**src/rtl/curve25519_host_regs_pkg.sv**
```systemverilog
// Shared address map, register bit positions and sequencer states for the
// Curve25519 host register front end.
package curve25519_host_regs_pkg;

    localparam int FE_W = 255;

    localparam logic [7:0] N_BASE   = 8'h00;
    localparam logic [7:0] Q_BASE   = 8'h20;
    localparam logic [7:0] RES_BASE = 8'h40;
    localparam logic [7:0] CTRL     = 8'h60;
    localparam logic [7:0] STATUS   = 8'h61;
    localparam logic [7:0] CYC_BASE = 8'h64;

    localparam int CTRL_GO  = 0;
    localparam int CTRL_CLR = 1;

    localparam int ST_BUSY = 0;
    localparam int ST_DONE = 1;
    localparam int ST_ERR  = 2;

    typedef enum logic [1:0] {
        S_IDLE    = 2'd0,
        S_LAUNCH  = 2'd1,
        S_RUN     = 2'd2,
        S_CAPTURE = 2'd3
    } state_e;

endpackage

```
**src/rtl/curve25519_clamp.sv**
```systemverilog
// Combinational scalar clamp: clears bits 0..2 and sets bit 254 when enabled;
// zero latency, no flow control.
module curve25519_clamp
    import curve25519_host_regs_pkg::*;
#(
    parameter bit CLAMP = 1'b1
) (
    input  logic [FE_W-1:0] k_i,
    output logic [FE_W-1:0] k_o
);

    always_comb begin
        k_o = k_i;
        if (CLAMP) begin
            k_o[2:0]      = 3'b000;
            k_o[FE_W-1]   = 1'b1;
        end
    end

endmodule

```
**src/rtl/curve25519_host_regs.sv**
```systemverilog
// Byte-wide host register file that launches the Curve25519 engine and captures its result.
// Reads return one cycle after rd_en; no backpressure, writes that collide with a busy engine are dropped and flagged.
module curve25519_host_regs
    import curve25519_host_regs_pkg::*;
#(
    parameter bit CLAMP = 1'b1,
    parameter int CNT_W = 32
) (
    input  logic            clock,
    input  logic            reset,
    input  logic            wr_en,
    input  logic [7:0]      wr_addr,
    input  logic [7:0]      wr_data,
    input  logic            rd_en,
    input  logic [7:0]      rd_addr,
    output logic [7:0]      rd_data,
    output logic            rd_valid,
    output logic            irq,
    output logic            eng_start,
    output logic [FE_W-1:0] eng_n,
    output logic [FE_W-1:0] eng_q,
    input  logic            eng_done,
    input  logic [FE_W-1:0] eng_result
);

    state_e            state_q, state_d;
    logic [255:0]      n_q, n_d;
    logic [255:0]      q_q, q_d;
    logic [FE_W-1:0]   res_q, res_d;
    logic [FE_W-1:0]   snap_n_q, snap_n_d;
    logic [FE_W-1:0]   snap_q_q, snap_q_d;
    logic              done_q, done_d;
    logic              err_q, err_d;
    logic [CNT_W-1:0]  cyc_q, cyc_d;
    logic [7:0]        rd_data_q, rd_data_d;
    logic              rd_valid_q;

    logic              busy;
    logic              wr_n, wr_q, wr_ctrl, go, clr;
    logic [FE_W-1:0]   n_clamped;
    logic [255:0]      res_full;
    logic [31:0]       cyc_ext;

    curve25519_clamp #(.CLAMP(CLAMP)) u_clamp (
        .k_i (n_q[FE_W-1:0]),
        .k_o (n_clamped)
    );

    assign busy    = (state_q != S_IDLE);
    assign wr_n    = wr_en && (wr_addr[7:5] == N_BASE[7:5]);
    assign wr_q    = wr_en && (wr_addr[7:5] == Q_BASE[7:5]);
    assign wr_ctrl = wr_en && (wr_addr == CTRL);
    assign go      = wr_ctrl && wr_data[CTRL_GO];
    assign clr     = wr_ctrl && wr_data[CTRL_CLR];
    assign res_full = {1'b0, res_q};
    assign cyc_ext  = 32'(cyc_q);

    always_ff @(posedge clock) begin
        if (reset) begin
            state_q <= S_IDLE;
        end else begin
            state_q <= state_d;
        end
    end

    always_comb begin
        state_d  = state_q;
        n_d      = n_q;
        q_d      = q_q;
        res_d    = res_q;
        snap_n_d = snap_n_q;
        snap_q_d = snap_q_q;
        done_d   = done_q;
        err_d    = err_q;
        cyc_d    = cyc_q;

        if (wr_n) begin
            if (busy) err_d = 1'b1;
            else      n_d[{wr_addr[4:0], 3'b000} +: 8] = wr_data;
        end
        if (wr_q) begin
            if (busy) err_d = 1'b1;
            else      q_d[{wr_addr[4:0], 3'b000} +: 8] = wr_data;
        end
        // clr is applied before go so that clr+go while busy still leaves err set.
        if (clr) begin
            done_d = 1'b0;
            err_d  = 1'b0;
        end
        if (go && busy) err_d = 1'b1;

        case (state_q)
            S_IDLE: begin
                if (go) begin
                    state_d  = S_LAUNCH;
                    snap_n_d = n_clamped;
                    snap_q_d = q_q[FE_W-1:0];
                end
            end
            S_LAUNCH: begin
                done_d  = 1'b0;
                cyc_d   = '0;
                state_d = S_RUN;
            end
            S_RUN: begin
                if (cyc_q != '1) cyc_d = cyc_q + 1'b1;
                if (eng_done) state_d = S_CAPTURE;
            end
            S_CAPTURE: begin
                res_d   = eng_result;
                done_d  = 1'b1;
                state_d = S_IDLE;
            end
            default: state_d = S_IDLE;
        endcase
    end

    always_comb begin
        rd_data_d = 8'h00;
        if (rd_addr[7:5] == N_BASE[7:5]) begin
            rd_data_d = n_q[{rd_addr[4:0], 3'b000} +: 8];
        end else if (rd_addr[7:5] == Q_BASE[7:5]) begin
            rd_data_d = q_q[{rd_addr[4:0], 3'b000} +: 8];
        end else if (rd_addr[7:5] == RES_BASE[7:5]) begin
            rd_data_d = res_full[{rd_addr[4:0], 3'b000} +: 8];
        end else if (rd_addr == STATUS) begin
            rd_data_d = {5'b00000, err_q, done_q, busy};
        end else if (rd_addr[7:2] == CYC_BASE[7:2]) begin
            rd_data_d = cyc_ext[{rd_addr[1:0], 3'b000} +: 8];
        end
    end

    always_ff @(posedge clock) begin
        if (reset) begin
            n_q        <= '0;
            q_q        <= '0;
            res_q      <= '0;
            snap_n_q   <= '0;
            snap_q_q   <= '0;
            done_q     <= 1'b0;
            err_q      <= 1'b0;
            cyc_q      <= '0;
            rd_data_q  <= 8'h00;
            rd_valid_q <= 1'b0;
        end else begin
            n_q        <= n_d;
            q_q        <= q_d;
            res_q      <= res_d;
            snap_n_q   <= snap_n_d;
            snap_q_q   <= snap_q_d;
            done_q     <= done_d;
            err_q      <= err_d;
            cyc_q      <= cyc_d;
            rd_valid_q <= rd_en;
            if (rd_en) rd_data_q <= rd_data_d;
        end
    end

    assign rd_data   = rd_data_q;
    assign rd_valid  = rd_valid_q;
    assign irq       = done_q;
    assign eng_start = (state_q == S_LAUNCH);
    assign eng_n     = snap_n_q;
    assign eng_q     = snap_q_q;

endmodule

```
**config.mk**
```make
export PLATFORM = sky130hd
export DESIGN_NAME = curve25519_host_regs
export DESIGN_NICKNAME = d
export VERILOG_FILES = /design/src/rtl/curve25519_host_regs_pkg.sv /design/src/rtl/curve25519_clamp.sv /design/src/rtl/curve25519_host_regs.sv
export SDC_FILE = /design/constraint.sdc
export NUM_CORES = 2
export LEC_CHECK = 0
export CAP_MARGIN = 20
export CORE_ASPECT_RATIO = 1.25
export CORE_UTILIZATION = 54
export DETAILED_ROUTE_END_ITERATION = 12
export PLACE_DENSITY_LB_ADDON = 0.3
export SLEW_MARGIN = 10
export SYNTH_ARGS = -nofsm -noshare
export SYNTH_HDL_FRONTEND = slang
export SYNTH_SLANG_ARGS = --single-unit
```
**constraint.sdc**
```tcl
create_clock -name clock -period 4 [get_ports clock]
set_input_delay 0.8 -clock clock [delete_from_list [all_inputs] [get_ports clock]]
set_output_delay 0.8 -clock clock [all_outputs]
set_load 0.02 [all_outputs]
```
### After elaboration in Yosys (flattened, before gate mapping)

Cells that the tools add are included.

* latch bits: 0
* memories kept: 0
* output and inout port bits: 521
* input bits: 284
* RAM bits: 0
* register bits: 1319
* memory bits (read-only): 0

* add/subtract/negate cells: 2
* divide/modulo/power cells: 0
* shifts and indexed selects: 6
* multiplexer cells: 20
* multiply operators: 0
* $lt $le $gt $ge: 0
* reduce and logical (&&, ||, !) cells: 17
* eq/ne operators: 13
* bitwise gates (word level): 1

Operators with widths (count)
* 256-bit by 9-bit indexed part select with 8-bit output: 3
* 256-bit bitwise mux: 2
* 8-bit by 10-bit variable shift with 256-bit output (first input constant): 1
* 8-bit by 10-bit indexed part select with 256-bit output: 1
* 32-bit case mux with 2 select lines: 1
* 8-bit two-way mux: 5
* 32-bit by 1-bit adder with 32-bit output (second input constant): 1
* 32-bit two-way mux: 1
* 32-bit != test (second input constant): 1
* 32-bit by 6-bit indexed part select with 8-bit output: 1
* 8-bit by 7-bit == test with 1-bit output (second input constant): 2
* 8-bit negation with 10-bit output: 1
* 2-bit AND reduction: 5
* 2-bit case mux with 4 select lines: 1
* 1-bit two-way mux: 7
* 3-bit by 1-bit == test with 1-bit output (second input constant): 2
* 6-bit by 5-bit == test with 1-bit output (second input constant): 1
* 1-bit logical AND: 6
* 3-bit zero test: 2
* 2-bit != test (second input constant): 3
* 2-bit == test (second input constant): 2
* 2-bit two-way mux: 2
* 2-bit nonzero test: 2
* 3-bit by 2-bit == test with 1-bit output (second input constant): 1
* 5 further kinds: 5

### Logic depth before layout (Yosys ltp)

* depth after elaboration: 7
* depth in mapped cells: 13
* mapped depth without buffers: 8

### Hierarchy

From an unflattened synthesis, not the netlist that was laid out.

* cells, all modules: 6411
* area total of the unflattened synthesis: 56845.8 µm²

Modules (own cells, without submodules)
* curve25519_host_regs: cells each 6154, area each 54923.9 µm², instances 1, seq. area each 26465.4 µm²
* curve25519_clamp: cells each 257, area each 1921.8 µm², instances 1, seq. area each 0.0 µm²

### Least setup slack after synthesis

OpenSTA, ideal clock, no wires.

* kind: in2reg
* start point: input port wr_addr[0]
* end point: register snap_n_q[138] (netlist: eng_n[138])
* buffers on the path: 5
* setup time: 0.132 ns
* stages: 12
* arrival time: 2.862 ns
* slack: 1.006 ns
* cells stage by stage: buf_2 > inv_1 > ha_1 > buf_2 > or4b_4 > nor3_4 > nand3_1 > clkbuf_1 > clkbuf_1 > clkbuf_1 > nand2_1 > a21oi_1

* cells in the longest elaborated chain, start to end: 4

RTL lines
* start, declared: RTL line curve25519_host_regs.sv:12 `input logic [7:0] wr_addr,`
* 8-bit by 7-bit == test with 1-bit output: RTL line curve25519_host_regs.sv:52 `assign wr_ctrl = wr_en && (wr_addr == CTRL);`
* 1-bit logical AND: RTL line curve25519_host_regs.sv:52
* 1-bit logical AND: RTL line curve25519_host_regs.sv:53 `assign go = wr_ctrl && wr_data[CTRL_GO];`
* 2-bit AND reduction (no source line)
* end signal, assigned: RTL line curve25519_host_regs.sv:149 `snap_n_q <= snap_n_d;`
* end, declared: RTL line curve25519_host_regs.sv:30 `logic [FE_W-1:0] snap_n_q, snap_n_d;`

Every way passes these cells.
A chain may end at the register's enable or synchronous reset.

### Final worst setup path

* start point: input port wr_addr[1]
* end point: register q_q[49]

* cells in the longest elaborated chain, start to end: 3

RTL lines
* 8-bit negation with 10-bit output (*): RTL line curve25519_host_regs.sv:83 `else q_d[{wr_addr[4:0], 3'b000} +: 8] = wr_data;`
* 8-bit by 10-bit indexed part select with 256-bit output or 8-bit by 10-bit variable shift with 256-bit output (tied branches): RTL line curve25519_host_regs.sv:83
* 256-bit bitwise mux (*): RTL line curve25519_host_regs.sv:83
* end signal, assigned: RTL line curve25519_host_regs.sv:147 `q_q <= q_d;`
* end, declared: RTL line curve25519_host_regs.sv:28 `logic [255:0] q_q, q_d;`

Mark *: on every way between the ends. The rest lies on a longest branch, timed or not.

==> results_dict.tcl <==
set metrics [dict create \
    setup_violations 0 \
    synth_top_area_cell "dfxtp_1" \
    grt.total_usage_pct 42.3 \
    grt_pass1_wl_microns 319000 \
    tightest_slew_ps 1070 \
    synth_cell_types 74 \
    cts.path.max_buffers 3 \
    max_stage_delay_ps 690 \
    synth-edff-count 0 \
    status "finished, final reports clean" \
    cts_resized 0 \
    fin_crit_sh_pct 80.4 \
    yosys.cell_count.top_type "nand2_1" \
    clk-insertion-delay-late_ps 730 \
    overflow 0 \
    wire_per_inst_microns 26.7 \
    die_x_microns 286 \
    finish.utilization_pct 68.8 \
    synthArstFlopShare_pct 0 \
    antenna_found_initial 33 \
    std_cell_rows 129 \
    via_count 51600 \
    routed_via_density 6.17 \
    synthTopCellsByCount "nand2_1 (1664), dfxtp_1 (1319), a21oi_1 (1016), mux2i_1 (421), nor2_1 (383)" \
    worstSetupPathType "input port to register" \
    clkSlewWorstSetupHoldPaths_ps 60 \
    vdd_drop_max_mv 0.362 \
    p_leak_uw 0.0226 \
    num-fill-cells 7904 \
    maxSlewViolCount 0 \
    antenna_left 0 \
    register_area_sq_um 26400 \
    crit_required_ps 4640 \
    synthCells 6274 \
    cellPowerDensity_nw_per_um2 401 \
    die_area_sq_um 102000 \
    syn_area_sq_um 54300 \
    grt_max_degree 237 \
    htreeDepth 3 \
    multiInputGateArea_sq_um 25600 \
    path_cells "clkdlybuf4s50_1 > inv_1 > ha_1 > buf_4 > nor4b_1 > nor3_1 > and3_1 > nand3_1 > a21oi_1" \
    ys.flop_type "dfxtp_1" \
    cp_top_family "simple AND/OR/NAND/NOR gates" \
    syn_area_per_cell_sq_um 8.66 \
    numClockSinks 1319 \
    core_area_sq_um 99300 \
    io_buffers 801 \
    cp_max_fo 9 \
    grt_pass1_vias 47900 \
    drc 0 \
    cts_inserted_buffers 121 \
    skew_ps 20.3 \
    max-cap-violations 0 \
    relSlewSlack_pct 28.8 \
    grt_setup_unrepaired "no" \
    drive_gt1_share_pct 9.12 \
    cp.arrival_ps 3860 \
    fmax_mhz 311 \
    cts_setup_buffers 0 \
    final_nets 7212 \
    cts_tree "done" \
    cp-start-kind "input port" \
    hold_viol 0 \
    drt-initial-drc-count 6958 \
    tns_ps 0 \
    ys_ff_latch 1319 \
    place.gp.congestion 1.05 \
    io_pins 805 \
    synth.top_cell.area_share_pct 48.6 \
    fin_crit_ps 3220 \
    cp_slowest_cell "nor3_1" \
    hpwlAfterDp_microns 163000 \
    synth_warnings 0 \
    area_growth_pct 25.8 \
    postCtsHoldBufs 0 \
    min_path_type "register to register" \
    routed_wl_microns 223000 \
    die_h_microns 357 \
    cp.buffers_inverters 3 \
    clockRootBuffer "clkbuf_16" \
    critPathCaptureType "register" \
    initial_core_util_pct 54.7 \
    dp_cells 8105 \
    final_cells 8359 \
    first_pass_iters 9 \
    synth_area_leaders "dfxtp_1 (49%), nand2_1 (11%), a21oi_1 (9.4%), mux2i_1 (7.8%), mux4_2 (6.2%)" \
    yosysSeqAreaShare_pct 48.6 \
]
## metal layers
layer | vias up | track usage (%) | part of all wire, %
met1 | 24500 | 51.6 | 36
met4 | 14 | 31.9 | 8.9
li1 | 22800 | - | -
met3 | 961 | 9.76 | 11
met2 | 3368 | 65.0 | 44
met5 | - | 0 | 0.039
## worst register-to-register path, delay by kind of cell (launching register included)
family,cells,cell delay [ps]
adder cells (fa/ha/maj),1,370
buffers and inverters,2,350
flip-flops,1,370
AND/OR/NAND/NOR,5,1740
AO/OA/AOI/OAI,1,160
## registers in the layout, indices dropped and copies added (netlist names)
register	count
cyc_ext	32
eng_n	252
eng_q	255
err_q	1
irq	1
n_q	256
q_q	256
rd_data	8
rd_valid	1
res_q	255
state_q	2
## worst paths after layout
| path | startpoint | end | slack [ps] | cells past startpoint |
|---|---|---|---|---|
| max | wr_addr[1] | q_q[49] | 780 | 9 |
| max reg2reg | state_q[0] | n_q[161] | 940 | 9 |
| min | eng_q[18] | eng_q[18] | 450 | 2 |
| min reg2reg | eng_q[18] | eng_q[18] | 450 | 2 |
## cells by family (layout without fill, tap and decap cells)
group | after synthesis | count (layout) | share of synthesized area [%]
AO/OA/AOI/OAI | 1371 | 1371 | 13.6
XOR/XNOR | 11 | 11 | 0.177
adder cells (fa/ha/maj) | 10 | 10 | 0.230
buffers and inverters | 509 | 1254 | 4.32
flip-flops | 1319 | 1319 | 48.6
multiplexers | 589 | 589 | 14.3
other | 1 | 31 | 0.00690
AND/OR/NAND/NOR | 2464 | 2464 | 18.8
## area by class of cell
cell class / instances / share of cell area (%)
clock buffers: 171 / 5.09
clock inverters: 55 / 1.24
repair buffers: 1012 / 14.9
diodes: 28 / 0.103
inverters: 16 / 0.0879
well taps: 1310 / 2.40
multi-input cells: 4448 / 37.5
flip-flops and latches: 1319 / 38.6
## report_power, final
| part | switching [uW] | leakage [uW] | total [uW] | internal (uW) |
|---|---|---|---|---|
| Combinational | 1010 | 0.00989 | 1570 | 560 |
| Clock | 5310 | 0.00211 | 12700 | 7350 |
| Sequential | 10.0 | 0.0106 | 13100 | 13100 |
| Total | 6320 | 0.0226 | 27400 | 21000 |
## cell usage in the layout (no fill, tap or decap), types with 22 or more instances in the layout
| cell | netlist | final |
|---|---|---|
| a22oi_1 | 22 | 22 |
| mux2i_1 | 421 | 421 |
| clkbuf_16 | 0 | 122 |
| dfxtp_1 | 1319 | 1319 |
| nand3_1 | 210 | 209 |
| diode_2 | 0 | 28 |
| buf_12 | 0 | 48 |
| o21ai_0 | 189 | 189 |
| mux4_2 | 149 | 149 |
| clkbuf_8 | 0 | 25 |
| and2_1 | 60 | 60 |
| nand2_1 | 1664 | 1664 |
| clkbuf_1 | 281 | 25 |
| nor2_1 | 383 | 382 |
| buf_4 | 40 | 163 |
| and3_1 | 56 | 56 |
| clkdlybuf4s50_1 | 0 | 790 |
| a21oi_1 | 1016 | 1016 |
## metrics by stage
step	setup WS [ps]	hold slack (ps)	area (sq um)	total power, uW
floorplan	1010	429	54300	14100
global placement	280	443	63900	14900
detailed placement	265	446	63900	14900
CTS	824	454	68300	27300
global route	686	469	68300	27900
finish	783	453	68300	27400
Note: power is estimated with default switching activity, not from simulation.
